==> src/rtl/cdc_edge_event_b.sv <==
// rtl/cdc_edge_event_b.sv - clk_b consumer: synchroniser, glitch filter, edge events on a valid/ready slot
module cdc_edge_event_b #(
    parameter int SYNC_STAGES = 2,
    parameter int FILT_CYCLES = 4,
    parameter int CNT_W       = 8,
    parameter int RISE_EN     = 1,
    parameter int FALL_EN     = 1
) (
    input  logic             clk_b,
    input  logic             rst_b_n,
    input  logic             in_async,
    input  logic             evt_ready,
    input  logic             clr_overflow,
    output logic             evt_valid,
    output logic             evt_rise,
    output logic [CNT_W-1:0] evt_cnt,
    output logic             level_b,
    output logic             overflow
);

    localparam int FCW = (FILT_CYCLES < 2) ? 1 : $clog2(FILT_CYCLES + 1);

    localparam logic [1:0] ST_STABLE_LOW  = 2'd0;
    localparam logic [1:0] ST_QUAL_HIGH   = 2'd1;
    localparam logic [1:0] ST_STABLE_HIGH = 2'd2;
    localparam logic [1:0] ST_QUAL_LOW    = 2'd3;

    logic [SYNC_STAGES-1:0] r_sync;
    logic [1:0]             r_state;
    logic [FCW-1:0]         r_filt_cnt;
    logic                   r_level;
    logic [CNT_W-1:0]       r_evt_seq;
    logic                   r_evt_valid;
    logic                   r_evt_rise;
    logic [CNT_W-1:0]       r_evt_cnt;
    logic                   r_overflow;

    logic                   w_sync_out;
    logic                   w_differs;
    logic [1:0]             w_state_nxt;
    logic [FCW-1:0]         w_cnt_nxt;
    logic [FCW-1:0]         w_cnt_inc;
    logic                   w_toggle;
    logic                   w_evt;
    logic                   w_xfer;
    logic                   w_drop;
    logic [CNT_W-1:0]       w_seq_nxt;

    assign w_sync_out = r_sync[SYNC_STAGES-1];
    assign w_differs  = w_sync_out ^ r_level;
    assign w_cnt_inc  = r_filt_cnt + 1'b1;

    // Plain flop chain; nothing may sit between stages
    always_ff @(posedge clk_b or negedge rst_b_n) begin
        if (!rst_b_n) begin
            r_sync <= '0;
        end else begin
            r_sync <= {r_sync[SYNC_STAGES-2:0], in_async};
        end
    end

    // Qualification FSM: a change must persist FILT_CYCLES samples before level_b follows
    always_comb begin
        w_state_nxt = r_state;
        w_cnt_nxt   = r_filt_cnt;
        w_toggle    = 1'b0;
        case (r_state)
            ST_STABLE_LOW, ST_STABLE_HIGH: begin
                if (w_differs) begin
                    if (FILT_CYCLES == 1) begin
                        w_toggle    = 1'b1;
                        w_state_nxt = r_level ? ST_STABLE_LOW : ST_STABLE_HIGH;
                    end else begin
                        w_state_nxt = r_level ? ST_QUAL_LOW : ST_QUAL_HIGH;
                        w_cnt_nxt   = FCW'(1);
                    end
                end
            end
            ST_QUAL_HIGH, ST_QUAL_LOW: begin
                if (w_differs) begin
                    if (w_cnt_inc == FCW'(FILT_CYCLES)) begin
                        w_toggle    = 1'b1;
                        w_cnt_nxt   = '0;
                        w_state_nxt = r_level ? ST_STABLE_LOW : ST_STABLE_HIGH;
                    end else begin
                        w_cnt_nxt   = w_cnt_inc;
                    end
                end else begin
                    w_cnt_nxt   = '0;
                    w_state_nxt = r_level ? ST_STABLE_HIGH : ST_STABLE_LOW;
                end
            end
            default: begin
                w_cnt_nxt   = '0;
                w_state_nxt = ST_STABLE_LOW;
            end
        endcase
    end

    // Filter state, counter and the accepted level
    always_ff @(posedge clk_b or negedge rst_b_n) begin
        if (!rst_b_n) begin
            r_state    <= ST_STABLE_LOW;
            r_filt_cnt <= '0;
            r_level    <= 1'b0;
        end else begin
            r_state    <= w_state_nxt;
            r_filt_cnt <= w_cnt_nxt;
            if (w_toggle) begin
                r_level <= ~r_level;
            end
        end
    end

    // An event is a toggle toward a level whose edge type is enabled
    assign w_evt     = w_toggle && (r_level ? (FALL_EN != 0) : (RISE_EN != 0));
    assign w_xfer    = r_evt_valid && evt_ready;
    assign w_drop    = w_evt && r_evt_valid && !evt_ready;
    assign w_seq_nxt = r_evt_seq + 1'b1;

    // Sequence counter advances even for dropped events so gaps show up in evt_cnt
    always_ff @(posedge clk_b or negedge rst_b_n) begin
        if (!rst_b_n) begin
            r_evt_seq <= '0;
        end else if (w_evt) begin
            r_evt_seq <= w_seq_nxt;
        end
    end

    // Single-entry output slot; a slot draining this edge can take a new event
    always_ff @(posedge clk_b or negedge rst_b_n) begin
        if (!rst_b_n) begin
            r_evt_valid <= 1'b0;
            r_evt_rise  <= 1'b0;
            r_evt_cnt   <= '0;
        end else if (w_evt && (!r_evt_valid || evt_ready)) begin
            r_evt_valid <= 1'b1;
            r_evt_rise  <= ~r_level;
            r_evt_cnt   <= w_seq_nxt;
        end else if (w_xfer) begin
            r_evt_valid <= 1'b0;
        end
    end

    // Sticky drop flag; a drop on the same edge as a clear keeps it set
    always_ff @(posedge clk_b or negedge rst_b_n) begin
        if (!rst_b_n) begin
            r_overflow <= 1'b0;
        end else if (w_drop) begin
            r_overflow <= 1'b1;
        end else if (clr_overflow) begin
            r_overflow <= 1'b0;
        end
    end

    assign evt_valid = r_evt_valid;
    assign evt_rise  = r_evt_rise;
    assign evt_cnt   = r_evt_cnt;
    assign level_b   = r_level;
    assign overflow  = r_overflow;

endmodule

==> config.mk <==
export PLATFORM = sky130hd
export DESIGN_NAME = cdc_edge_event_b
export DESIGN_NICKNAME = d
export VERILOG_FILES = /design/src/rtl/cdc_edge_event_b.sv
export SDC_FILE = /design/constraint.sdc
export NUM_CORES = 1
export LEC_CHECK = 0
export ABC_AREA = 1
export CORE_UTILIZATION = 40
export DETAILED_ROUTE_END_ITERATION = 7
export DONT_BUFFER_PORTS = 1
export MAX_ROUTING_LAYER = met4
export PLACE_DENSITY = 0.54
export SYNTH_ARGS = -nofsm -noshare
export SYNTH_HDL_FRONTEND = slang
export SYNTH_SLANG_ARGS = --single-unit
==> constraint.sdc <==
create_clock -name clk_b -period 1.8 [get_ports clk_b]
set_clock_uncertainty 0.2 [all_clocks]
set_input_delay 0.27 -clock clk_b [delete_from_list [all_inputs] [get_ports clk_b]]
set_output_delay 0.27 -clock clk_b [all_outputs]
set_load 0.05 [all_outputs]
==> reports/results.ini <==
[run_status]
outcome = completed

[clock_tree]
h-tree-depth = 1
clk_latency_ns = 0.32
post_cts_resized = 0
clk_path_buf_depth = 2
cts_sinks = 26
cts_buffers = 3
clk_pin_slew_ns = 0.14
clockRootBuffer = clkbuf_4
cts_tree = yes

[timing]
drv_slew = 0
final-hold-violation-count = 0
tns_ns = 0
fin_crit_ns = 1.64
setup_violations = 0
rsz0062_at_grt = no
period_share_pct = 91.1
worst_pin_slew_ns = 0.476
max_freq_ghz = 0.610
relSlewSlack_pct = 68.3

[synthesis]
synthCells = 147
synth_seq_cells = 26
ys_types = 19
yosysSeqAreaShare_pct = 52.2
postSynthAreaPerCell_sq_um = 8.49
ys_warn_count = 0
synth_area_sq_um = 1250
synth_nets = 155

[layout]
layout.nets = 166
areaGrowthSynthToFinish_pct = 11.8
fill_cells = 289
drive_gt1_share_pct = 10.8
final_cells = 188
diodes = 0

[power_and_ir_drop]
vdd_ir_drop_max_uv = 398
p_leak_nw = 0.746
powerDensity_nw_per_um2 = 1020
power_mw = 1.42

[detailed_routing]
vias_per_cell = 4.97
route.vias.total = 934
drc_errors = 0
wire_per_inst_um = 11.8
ant_nets = 0
routed_wl_um = 2210
first_pass_iters = 4
drt_iter0_drc = 38

[global_routing]
grt-ovfl-total = 0
grt_pass1_wl_um = 4060
first_global_vias = 944
grtUsageTotal_pct = 16.1
grt_use_met2_pct = 24.8
grt_start_max_net_pins = 27
grt_util_met3_pct = 3.13
gr-max-usage-layer = met2
grt_antenna_before_repair = 0
grtUsageMet1_pct = 21.4

[job]
maxCapViolations = 0

[floorplanning]
core_area_sq_um = 2850
die_area_sq_um = 3350
fp-row-count = 19
fp.dieH_um = 57.8
die_w_um = 57.8
io_pins = 17
start_util_pct = 43.7

[place]
place_inst = 179
dp_hpwl_um = 1600
io_buffers = 0
place.gp.congestion = 0.741

[critical_path]
critPathCaptureType = flip-flop
critPathKind = flip-flop to flip-flop
r2r-start = r_filt_cnt[1]
critPathMaxFanout = 21
worstSetupStartpointType = flip-flop
crit_required_ns = 1.85
worstReg2RegEnd = r_evt_seq[0]
crit_end = r_evt_seq[0]
r2r_slack_ns = 0.16
startpoint = r_filt_cnt[1]
worstPathArrival_ns = 1.69
reg2reg_depth = 6

[worst_hold_path]
min_path_cells = 3
timing.hold.worst.class = input pin to flip-flop

## kinds of logic (layout without fill, tap and decap cells)
logic type	count (synthesis)	count (layout)	share of synthesized area [%]
xor gates and xnor gates	2	2	1.40
adders and majority gates	3	3	3.01
and+or+nand+nor	83	83	30.9
buffers and inverters	22	32	7.92
AOI/OAI and AO/OA	11	11	4.61
DFF	26	26	52.2
## flip-flops by register name (all words and copies together), names as in the netlist, 2 cells and up
register    cells
evt_cnt         8
r_evt_seq       8
r_filt_cnt      3
r_sync          2
## layout make-up
type	count	area [sq um]	area share (%)
Clock buffer	4	36.3	2.60
Inverter	19	71.3	5.11
Multi-Input combinational cell	99	498	35.7
Sequential cell	26	651	46.6
Tap cell	31	38.8	2.78
Timing Repair Buffer	9	100	7.17
## how the worst min path moves through the flow
stage	from	to	slack [ns]
finish	evt_ready	evt_valid	0.01
global route	evt_ready	evt_valid	0.04
CTS	evt_ready	evt_valid	0.001
detailed placement	rst_b_n	overflow	-0.22
global placement	rst_b_n	evt_valid	-0.23
floorplan	rst_b_n	evt_cnt[0]	-0.23
## per-layer routing
layer / vias up / part of all wire, %
met5: - / 0
met4: 0 / 0.86
met3: 2 / 3.4
met2: 19 / 45
met1: 433 / 50
li1: 480 / -
## placed cells by master (no fill, tap or decap), drive strengths merged
master	synthesis	routed
nand2	57	57
dfrtp	26	26
inv	19	19
nand3	17	17
o21ai	9	9
nor2	8	8
buf	3	6
clkbuf	0	4
ha	3	3
dlygate4sd3	0	3
xor2	2	2
o22ai	2	2
nand3b	1	1
## cell usage after synthesis, drive strengths merged
cell | number | area [sq um]
nand2 | 57 | 224
xor2 | 2 | 17.5
nand3 | 17 | 108
inv | 19 | 71.3
nand3b | 1 | 7.51
buf | 3 | 27.5
ha | 3 | 37.5
o21ai | 9 | 45.0
dfrtp | 26 | 651
o22ai | 2 | 12.5
nor2 | 8 | 46.3
## critical path, cell delays in order, from the launching register on
cell,delay (ns)
dfrtp_1,0.43
ha_1,0.20
nand2_1,0.10
nand3_2,0.15
nor2_8,0.17
buf_12,0.16
xor2_1,0.16
## per-stage QoR
step / worst slack (ns) / utilization, % / area, sq um / hold WS (ns)
after floorplan: 0.176 / - / 1250 / -0.226
after global placement: 0.217 / 45.6 / 1300 / -0.225
after detailed placement: 0.157 / 45.6 / 1300 / -0.225
after CTS: 0.111 / 48.6 / 1390 / 0.00111
after global routing: 0.0264 / 48.9 / 1400 / 0.0412
final: 0.160 / 48.9 / 1400 / 0.00978
## power by group
group          leakage, nW  internal, mW  switching [mW]
clock               0.0210         0.124           0.175
sequential           0.353         0.659           0.134
combinational        0.372         0.124           0.209
## timing repair
action	in CTS	in global routing
buffers inserted	0	1
hold buffers	4	0
endpoints found under the setup margin	0	3
endpoints found under the hold margin	28	0
Note: power is estimated with default switching activity, not from simulation.
